<file path="src/rtl/sampler_ctrl_pkg.sv">
`default_nettype none
// ============================================================================
// Module   : sampler_ctrl_pkg
// Purpose  : Shared definitions for the sampler capture sequencer: sampler
//            register addresses, ctrl-register bit positions, FSM state
//            encoding, status codes and a ctrl-word builder.
// Ports    : none (package)
// Options  : none
// Revision : 1.0 - initial release
// ============================================================================
package sampler_ctrl_pkg;

  // Sampler register addresses
  localparam logic [4:0] C_ADDR_CTRL   = 5'h00;
  localparam logic [4:0] C_ADDR_PERIOD = 5'h04;
  localparam logic [4:0] C_ADDR_MASK   = 5'h08;
  localparam logic [4:0] C_ADDR_IDX_LO = 5'h18;
  localparam logic [4:0] C_ADDR_IDX_HI = 5'h1C;

  // Ctrl register bit positions
  localparam int C_CTRL_ENABLE_BIT    = 0;
  localparam int C_CTRL_CLR_TIMER_BIT = 1;
  localparam int C_CTRL_CLR_PIPE_BIT  = 2;
  localparam int C_CTRL_LOGCH_LSB     = 4;

  // Capture end status codes
  localparam logic [1:0] C_STATUS_LIMIT    = 2'd0;
  localparam logic [1:0] C_STATUS_ABORT    = 2'd1;
  localparam logic [1:0] C_STATUS_OVERFLOW = 2'd2;

  typedef enum logic [3:0] {
    ST_IDLE      = 4'd0,
    ST_WR_PERIOD = 4'd1,
    ST_WR_MASK   = 4'd2,
    ST_WR_CLEAR  = 4'd3,
    ST_WR_ENABLE = 4'd4,
    ST_RUN       = 4'd5,
    ST_WR_STOP   = 4'd6,
    ST_WR_UNMASK = 4'd7,
    ST_RD_IDX_LO = 4'd8,
    ST_RD_IDX_HI = 4'd9,
    ST_DONE      = 4'd10
  } state_e;

  function automatic logic [31:0] ctrl_word(input logic [2:0] log_ch,
                                            input logic       enable,
                                            input logic       clr_timer,
                                            input logic       clr_pipe);
    logic [31:0] w;
    w = '0;
    w[C_CTRL_ENABLE_BIT]       = enable;
    w[C_CTRL_CLR_TIMER_BIT]    = clr_timer;
    w[C_CTRL_CLR_PIPE_BIT]     = clr_pipe;
    w[C_CTRL_LOGCH_LSB +: 3]   = log_ch;
    return w;
  endfunction

endpackage
`default_nettype wire

</file>
<file path="src/rtl/sampler_capture_ctrl_reg_access.sv">
`default_nettype none
// ============================================================================
// Module   : sampler_reg_access
// Purpose  : Single-outstanding access engine for the sampler register port.
//            A request is turned into a one-cycle registered s_avalid; the
//            matching s_bvalid is reported back as ack with its read data.
// Ports    : clk, rst             - clock, async active-high reset
//            req/req_we/req_addr/req_wdata - access request from the FSM
//            ack/rdata            - response toward the FSM
//            s_avalid/s_awe/s_aaddr/s_adata - sampler request (registered)
//            s_bvalid/s_bdata     - sampler response
// Options  : none
// Revision : 1.0 - initial release
// ============================================================================
module sampler_reg_access (
  input  logic        clk,
  input  logic        rst,
  input  logic        req,
  input  logic        req_we,
  input  logic [4:0]  req_addr,
  input  logic [31:0] req_wdata,
  output logic        ack,
  output logic [31:0] rdata,
  output logic        s_avalid,
  output logic        s_awe,
  output logic [4:0]  s_aaddr,
  output logic [31:0] s_adata,
  input  logic        s_bvalid,
  input  logic [31:0] s_bdata
);

  logic        avalid_q, avalid_d;
  logic        awe_q, awe_d;
  logic [4:0]  aaddr_q, aaddr_d;
  logic [31:0] adata_q, adata_d;
  logic        pend_q, pend_d;
  logic        issue;

  // A response is only accepted while an access is outstanding and not in
  // the very cycle the request is on the bus; stray strobes are dropped.
  assign ack   = s_bvalid && pend_q && !avalid_q;
  assign rdata = s_bdata;
  // The FSM chains the next access in the same cycle as ack, so the
  // completing access frees the slot immediately.
  assign issue = req && (!pend_q || ack);

  always_comb begin
    avalid_d = issue;
    awe_d    = issue && req_we;
    aaddr_d  = issue ? req_addr  : 5'd0;
    adata_d  = issue ? req_wdata : 32'd0;
    pend_d   = pend_q;
    if (ack)   pend_d = 1'b0;
    if (issue) pend_d = 1'b1;
  end

  always_ff @(posedge clk or posedge rst) begin
    if (rst) begin
      avalid_q <= 1'b0;
      awe_q    <= 1'b0;
      aaddr_q  <= 5'd0;
      adata_q  <= 32'd0;
      pend_q   <= 1'b0;
    end else begin
      avalid_q <= avalid_d;
      awe_q    <= awe_d;
      aaddr_q  <= aaddr_d;
      adata_q  <= adata_d;
      pend_q   <= pend_d;
    end
  end

  assign s_avalid = avalid_q;
  assign s_awe    = awe_q;
  assign s_aaddr  = aaddr_q;
  assign s_adata  = adata_q;

endmodule
`default_nettype wire

</file>
<file path="src/rtl/sampler_capture_ctrl.sv">
`default_nettype none
// ============================================================================
// Module   : sampler_capture_ctrl
// Purpose  : Capture sequencer for the logic-analyzer sampler. Programs
//            period / edge masks / channel count, clears the pipeline,
//            enables sampling, counts compressed words until limit, abort
//            or overflow, then stops sampling and reports a status code.
// Ports    : clk, rst                 - clock, async active-high reset
//            start, abort             - host command pulses
//            cfg_*                    - capture configuration (latched at start)
//            busy, done, status, word_count - capture status
//            s_avalid/s_awe/s_aaddr/s_adata/s_bvalid/s_bdata - sampler regs
//            s_out_valid, s_overflow  - sampler compressed-word strobe / flag
//            sample_index             - 64-bit sample index (readback only)
// Options  : SAMPLER_CAPTURE_READBACK_EN - read the sample index (0x18/0x1C)
//            after stopping and expose it on sample_index.
// Revision : 1.0 - initial release
// ============================================================================
module sampler_capture_ctrl
  import sampler_ctrl_pkg::*;
#(
  parameter int WORD_W = 32
) (
  input  logic              clk,
  input  logic              rst,
  input  logic              start,
  input  logic              abort,
  input  logic [31:0]       cfg_period,
  input  logic [15:0]       cfg_rise_mask,
  input  logic [15:0]       cfg_fall_mask,
  input  logic [2:0]        cfg_log_channels,
  input  logic [WORD_W-1:0] cfg_word_limit,
  output logic              busy,
  output logic              done,
  output logic [1:0]        status,
  output logic [WORD_W-1:0] word_count,
  output logic              s_avalid,
  output logic              s_awe,
  output logic [4:0]        s_aaddr,
  output logic [31:0]       s_adata,
  input  logic              s_bvalid,
  input  logic [31:0]       s_bdata,
  input  logic              s_out_valid,
  input  logic              s_overflow
`ifdef SAMPLER_CAPTURE_READBACK_EN
  ,
  output logic [63:0]       sample_index
`endif
);

  state_e            state_q, state_d;
  logic              busy_q, busy_d;
  logic              done_q, done_d;
  logic [1:0]        status_q, status_d;
  logic [WORD_W-1:0] word_count_q, word_count_d;
  logic              abort_pend_q, abort_pend_d;
  logic [31:0]       period_q, period_d;
  logic [15:0]       rise_q, rise_d;
  logic [15:0]       fall_q, fall_d;
  logic [2:0]        log_ch_q, log_ch_d;
  logic [WORD_W-1:0] limit_q, limit_d;

  logic              start_acc;
  logic              limit_hit;
  logic              acc_req, acc_we, acc_ack;
  logic [4:0]        acc_addr;
  logic [31:0]       acc_wdata, acc_rdata;

  assign start_acc = (state_q == ST_IDLE) && start;

  // Configuration is captured once per capture; changes on cfg_* while busy
  // have no effect.
  always_comb begin
    period_d = period_q;
    rise_d   = rise_q;
    fall_d   = fall_q;
    log_ch_d = log_ch_q;
    limit_d  = limit_q;
    if (start_acc) begin
      period_d = cfg_period;
      rise_d   = cfg_rise_mask;
      fall_d   = cfg_fall_mask;
      log_ch_d = cfg_log_channels;
      limit_d  = cfg_word_limit;
    end
  end

  always_comb begin
    word_count_d = word_count_q;
    if (start_acc) begin
      word_count_d = '0;
    end else if ((state_q == ST_RUN) && s_out_valid) begin
      word_count_d = word_count_q + {{(WORD_W-1){1'b0}}, 1'b1};
    end
  end

  // Compared against the updated count so the limiting word itself ends RUN.
  assign limit_hit = (limit_q != '0) && (word_count_d == limit_q);

  always_comb begin
    state_d      = state_q;
    status_d     = status_q;
    abort_pend_d = abort_pend_q;
    case (state_q)
      ST_IDLE: begin
        if (start) begin
          state_d      = ST_WR_PERIOD;
          status_d     = C_STATUS_LIMIT;
          abort_pend_d = 1'b0;
        end
      end
      ST_WR_PERIOD, ST_WR_MASK, ST_WR_CLEAR, ST_WR_ENABLE: begin
        // An abort here cannot cut the access short; it is remembered and
        // honoured once the outstanding write completes.
        if (abort) abort_pend_d = 1'b1;
        if (acc_ack) begin
          if (abort || abort_pend_q) begin
            state_d  = ST_WR_STOP;
            status_d = C_STATUS_ABORT;
          end else begin
            case (state_q)
              ST_WR_PERIOD: state_d = ST_WR_MASK;
              ST_WR_MASK:   state_d = ST_WR_CLEAR;
              ST_WR_CLEAR:  state_d = ST_WR_ENABLE;
              default:      state_d = ST_RUN;
            endcase
          end
        end
      end
      ST_RUN: begin
        // Priority: overflow, then abort, then word limit.
        if (s_overflow) begin
          state_d  = ST_WR_STOP;
          status_d = C_STATUS_OVERFLOW;
        end else if (abort) begin
          state_d  = ST_WR_STOP;
          status_d = C_STATUS_ABORT;
        end else if (limit_hit) begin
          state_d  = ST_WR_STOP;
          status_d = C_STATUS_LIMIT;
        end
      end
      ST_WR_STOP: begin
        if (acc_ack) state_d = ST_WR_UNMASK;
      end
      ST_WR_UNMASK: begin
`ifdef SAMPLER_CAPTURE_READBACK_EN
        if (acc_ack) state_d = ST_RD_IDX_LO;
`else
        if (acc_ack) state_d = ST_DONE;
`endif
      end
`ifdef SAMPLER_CAPTURE_READBACK_EN
      ST_RD_IDX_LO: begin
        if (acc_ack) state_d = ST_RD_IDX_HI;
      end
      ST_RD_IDX_HI: begin
        if (acc_ack) state_d = ST_DONE;
      end
`endif
      ST_DONE: begin
        state_d = ST_IDLE;
      end
      default: begin
        state_d = ST_IDLE;
      end
    endcase
    busy_d = (state_d != ST_IDLE);
    done_d = (state_d == ST_DONE);
  end

  // Each access state is entered exactly once per capture, so the access is
  // requested on the transition into it; this puts s_avalid in the first
  // cycle of the state.
  always_comb begin
    acc_req   = 1'b0;
    acc_we    = 1'b1;
    acc_addr  = C_ADDR_CTRL;
    acc_wdata = 32'd0;
    if (state_d != state_q) begin
      case (state_d)
        ST_WR_PERIOD: begin
          acc_req   = 1'b1;
          acc_addr  = C_ADDR_PERIOD;
          acc_wdata = period_d;
        end
        ST_WR_MASK: begin
          acc_req   = 1'b1;
          acc_addr  = C_ADDR_MASK;
          acc_wdata = {rise_d, fall_d};
        end
        ST_WR_CLEAR: begin
          acc_req   = 1'b1;
          acc_wdata = ctrl_word(log_ch_d, 1'b0, 1'b1, 1'b1);
        end
        ST_WR_ENABLE: begin
          acc_req   = 1'b1;
          acc_wdata = ctrl_word(log_ch_d, 1'b1, 1'b0, 1'b0);
        end
        ST_WR_STOP: begin
          acc_req   = 1'b1;
          acc_wdata = ctrl_word(log_ch_d, 1'b0, 1'b0, 1'b0);
        end
        ST_WR_UNMASK: begin
          acc_req   = 1'b1;
          acc_addr  = C_ADDR_MASK;
        end
        ST_RD_IDX_LO: begin
          acc_req   = 1'b1;
          acc_we    = 1'b0;
          acc_addr  = C_ADDR_IDX_LO;
        end
        ST_RD_IDX_HI: begin
          acc_req   = 1'b1;
          acc_we    = 1'b0;
          acc_addr  = C_ADDR_IDX_HI;
        end
        default: begin
          acc_req   = 1'b0;
        end
      endcase
    end
  end

  sampler_reg_access u_reg_access (
    .clk       (clk),
    .rst       (rst),
    .req       (acc_req),
    .req_we    (acc_we),
    .req_addr  (acc_addr),
    .req_wdata (acc_wdata),
    .ack       (acc_ack),
    .rdata     (acc_rdata),
    .s_avalid  (s_avalid),
    .s_awe     (s_awe),
    .s_aaddr   (s_aaddr),
    .s_adata   (s_adata),
    .s_bvalid  (s_bvalid),
    .s_bdata   (s_bdata)
  );

`ifdef SAMPLER_CAPTURE_READBACK_EN
  logic [31:0] idx_lo_q, idx_lo_d;
  logic [31:0] idx_hi_q, idx_hi_d;

  always_comb begin
    idx_lo_d = idx_lo_q;
    idx_hi_d = idx_hi_q;
    if (acc_ack && (state_q == ST_RD_IDX_LO)) idx_lo_d = acc_rdata;
    if (acc_ack && (state_q == ST_RD_IDX_HI)) idx_hi_d = acc_rdata;
  end

  always_ff @(posedge clk or posedge rst) begin
    if (rst) begin
      idx_lo_q <= 32'd0;
      idx_hi_q <= 32'd0;
    end else begin
      idx_lo_q <= idx_lo_d;
      idx_hi_q <= idx_hi_d;
    end
  end

  assign sample_index = {idx_hi_q, idx_lo_q};
`else
  logic unused_rdata;
  assign unused_rdata = ^acc_rdata;
`endif

  always_ff @(posedge clk or posedge rst) begin
    if (rst) begin
      state_q      <= ST_IDLE;
      busy_q       <= 1'b0;
      done_q       <= 1'b0;
      status_q     <= C_STATUS_LIMIT;
      word_count_q <= '0;
      abort_pend_q <= 1'b0;
      period_q     <= 32'd0;
      rise_q       <= 16'd0;
      fall_q       <= 16'd0;
      log_ch_q     <= 3'd0;
      limit_q      <= '0;
    end else begin
      state_q      <= state_d;
      busy_q       <= busy_d;
      done_q       <= done_d;
      status_q     <= status_d;
      word_count_q <= word_count_d;
      abort_pend_q <= abort_pend_d;
      period_q     <= period_d;
      rise_q       <= rise_d;
      fall_q       <= fall_d;
      log_ch_q     <= log_ch_d;
      limit_q      <= limit_d;
    end
  end

  assign busy       = busy_q;
  assign done       = done_q;
  assign status     = status_q;
  assign word_count = word_count_q;

endmodule
`default_nettype wire

</file>
<file path="config.mk">
export PLATFORM = sky130hd
export DESIGN_NAME = sampler_capture_ctrl
export DESIGN_NICKNAME = d
export VERILOG_FILES = /design/src/rtl/sampler_ctrl_pkg.sv /design/src/rtl/sampler_capture_ctrl_reg_access.sv /design/src/rtl/sampler_capture_ctrl.sv
export SDC_FILE = /design/constraint.sdc
export NUM_CORES = 1
export LEC_CHECK = 0
export BUFFER_PORTS_ARGS = -buffer_cell sky130_fd_sc_hd__buf_2
export CORE_MARGIN = 5
export CORE_UTILIZATION = 54
export CTS_CLUSTER_SIZE = 24
export DETAILED_ROUTE_END_ITERATION = 12
export PLACE_DENSITY = 0.81
export SETUP_SLACK_MARGIN = 0.4
export SYNTH_ARGS = -nofsm -noshare
export SYNTH_HDL_FRONTEND = slang
export SYNTH_SLANG_ARGS = --single-unit
</file>
<file path="constraint.sdc">
create_clock -name clk -period 9.8 [get_ports clk]
set_input_delay 1.96 -clock clk [delete_from_list [all_inputs] [get_ports clk]]
set_output_delay 1.96 -clock clk [all_outputs]
set_load 0.05 [all_outputs]
</file>
==> summary.md <==
| Metric | Value |
|---|---|
| Clock buffer depth | 2 |
| Fin. max-slew vios | 0 |
| Required @ worst endpoint | 10.16 ns |
| Mean Syn Cell Area | 8.97 µm² |
| Startpoint Class | primary input |
| Status | finished, final reports clean |
| Power share of the clock group | 0.236 |
| Switching pwr | 1230 µW |
| Pint | 1700 µW |
| Vias in the first global route | 7980 |
| RSZ-0062 raised after global routing | no |
| Vias per cell | 5.92 |
| Die width | 139 µm |
| Setup TNS | 0 ns |
| PwrDens | 275 mW/mm² |
| Max Clk Rate | 178 MHz |
| Hold Violations, Final | 0 |
| Cts hold-fix bufs | 0 |
| Place WS | 3.76 ns |
| Residual DRC | 0 |
| # IOs | 213 |
| Die area | 0.0194 mm² |
| Post-layout worst setup margin | 4.19 ns |
| # fillers | 1399 |
| Hold WC Path Type | reg -> reg |
| Cell Area, Synth | 0.00904 mm² |
| # rows | 47 |
| Pin count of the biggest net entering global routing | 112 |
| Post-synthesis sequential area ratio | 0.493 |
| Clock Latency Late Sink | 0.44 ns |
| Leak Pwr | 0.00536 µW |
| Final ANT Viol Nets | 0 |
| Final period utilization | 0.572 |
| TritonCTS Buffers | 17 |
| Yosys Warn Count | 0 |
| Max_cap viols | 0 |
| Hpwl dp | 17400 µm |
| Yosys reg bits | 178 |
| EDFF count, synth | 0 |
| Synth async-reset ratio | 1.00 |
| Post-CTS Resized | 0 |
| First-pass DRT Iterations | 6 |
| Post-synth top flop | dfrtp_1 |
| CP Class | in -> reg |
| CTS tree | done |
| Initial Utilization | 0.547 |
| Final nets | 1296 |
| Routed wire per std cell | 18.2 µm |
| Relative slew slack | 0.214 |
| VDD IR-drop max | 0.150 mV |
| Setup crit end kind | flop |
| Logic pwr share | 0.372 |
| Max Fanout on Critical Path | 26 |
| Slew at the pin closest to its max-slew limit | 1.15 ns |
| Worst Path Arrival | 5.96 ns |
| Mapped Cells | 1008 |
| Clock skew | 0.0180 ns |
| Die Y-Extent | 139 µm |
| Layout area overhead | 17.8% |
| Sw Share | 0.419 |
| Post-Route WL | 25400 µm |
| Gr ovfl total | 0 |
| Setup Viol. Count Final | 0 |
| # clock sinks | 178 |
| Register share of total power | 0.393 |
| CTS root buffer | clkbuf_16 |
| Routability-driven placement congestion ratio | 0.950 |
| Final period demand of the worst path | 5.61 ns |
| Post-CTS repair timing setup buffer count | 0 |
| PortBufs | 178 |
| Layout cells sized above 1 | 0.220 |
| First-pass GRT wire length | 41200 µm |
| Core area | 0.0165 mm² |
| H-tree levels | 4 |
| Initial antenna violation count | 5 |
| GR Util All Layers | 0.261 |
| Unique cell type count in the Yosys netlist | 79 |
| Drt initial violations | 974 |
| Worst-path clk slew | 0.07 ns |
| Via Count | 8239 |
==> power by group through the flow <==
stage	registers, µW	clock network, µW	logic, µW
6_report	1150	691	1090
5_1_grt	1180	734	1210
4_1_cts	1150	702	1080
3_5_place_dp	1160	0	1080
3_3_place_gp	1150	0	1050
2_1_floorplan	1220	0	712
==> final cells by class <==
cell class,count,area (µm²),share of cell area
Clock inverter,14,164,0.0154
Sequential cell,178,4450,0.418
Inverter,27,106,0.00998
Tap cell,220,275,0.0258
Clock buffer,18,439,0.0412
Antenna cell,2,5.00,0.000470
Timing Repair Buffer,187,958,0.0899
Multi-Input combinational cell,746,4250,0.399
==> cells by family after synthesis <==
group | after synthesis | share of synthesized area
adder cells (fa/ha/maj) | 1 | 0.00138
AO/OA/AOI/OAI | 176 | 0.144
other | 1 | 0.000415
flip-flops | 178 | 0.493
multiplexers | 13 | 0.0149
buffers and inverters | 86 | 0.0414
AND/OR/NAND/NOR | 526 | 0.279
XOR/XNOR | 27 | 0.0261
==> registers in the layout, summed over array words and instances (netlist names) <==
| signal | cells |
|---|---|
| limit_q | 32 |
| period_q | 32 |
| u_reg_access.s_adata | 32 |
| word_count | 32 |
| fall_q | 16 |
| rise_q | 16 |
| state_q | 4 |
| log_ch_q | 3 |
| u_reg_access.s_aaddr | 3 |
| status | 2 |
| abort_pend_q | 1 |
| busy | 1 |
| done | 1 |
| u_reg_access.pend_q | 1 |
| u_reg_access.s_avalid | 1 |
| u_reg_access.s_awe | 1 |
==> cell usage in the layout (no fill, tap or decap), types with 7 or more instances in the layout <==
cell	instances
a21boi_0	7
a21oi_1	28
a32oi_1	29
and2b_1	17
and3_1	10
buf_2	178
buf_4	9
clkbuf_16	17
dfrtp_1	178
inv_1	26
mux2i_1	9
nand2_1	313
nand3_1	23
nand4_1	18
nor2_1	36
nor2b_1	11
nor3_1	13
nor4_1	24
o21ai_0	29
or3_1	10
xnor2_1	19
xor2_1	8
==> per-stage QoR <==
step	std cells	total power, µW	instance area [µm²]	hold slack [ns]	util
after floorplan	1010	1930	9050	0.433	-
after global placement	1358	2200	10000	0.453	0.608
after detailed placement	1358	2230	10000	0.456	0.608
after CTS	1390	2930	10700	0.473	0.645
after global routing	1392	3120	10700	0.489	0.645
final	1392	2930	10700	0.473	0.645
==> layer usage <==
metal  share of wire  vias to the layer above  global-route usage
li1                -                     3830                   -
met1            0.42                     3952               0.360
met2            0.47                      404               0.399
met3           0.090                       47              0.0748
met4           0.024                        6              0.0865
met5          0.0015                        -                   0
==> critical path, cell delays in order <==
cell      delay [ns]
buf_2           0.21
nand3_2         0.21
or4_1           0.81
or4_4           0.57
a21oi_2         0.19
xnor2_1         0.20
nand3_1         0.13
nor3_2          0.29
a31oi_4         0.22
a221oi_4        0.88
nor2b_1         0.26
==> synthesized netlist by cell type, drive strengths merged, types with 7 or more instances <==
cell,number,share of area
nand4,19,0.015
a21o,7,0.0059
a32oi,29,0.028
or3,10,0.0069
nor2b,11,0.0076
and2b,17,0.014
nand3,24,0.014
nor4,27,0.023
nor3,15,0.010
xor2,8,0.0077
inv,27,0.011
nor2,39,0.016
clkbuf,31,0.013
a21oi,31,0.018
buf,28,0.017
o21ai,31,0.017
dfrtp,178,0.49
and3,10,0.0069
xnor2,19,0.018
or4,7,0.0071
nand2,314,0.13
a21boi,7,0.0058
mux2i,9,0.010
==> worst paths after layout <==
path                                       start                                 end  slack [ns]  depth (start not counted)
hold reg to reg            period_q[0]$_DFF_PP0_               period_q[0]$_DFF_PP0_        0.47                          2
min in group asynchronous                    rst                 fall_q[7]$_DFF_PP0_        1.75                          2
max in group asynchronous                    rst              limit_q[1]$_DFFE_PP0N_        6.54                          3
hold / removal             period_q[0]$_DFF_PP0_               period_q[0]$_DFF_PP0_        0.47                          2
setup reg to reg            state_q[3]$_DFF_PP0_  u_reg_access.s_adata[13]$_DFF_PP0_        5.07                         11
setup / recovery                     s_out_valid  u_reg_access.s_adata[13]$_DFF_PP0_        4.19                         11
Note: power is estimated with default switching activity, not from simulation.
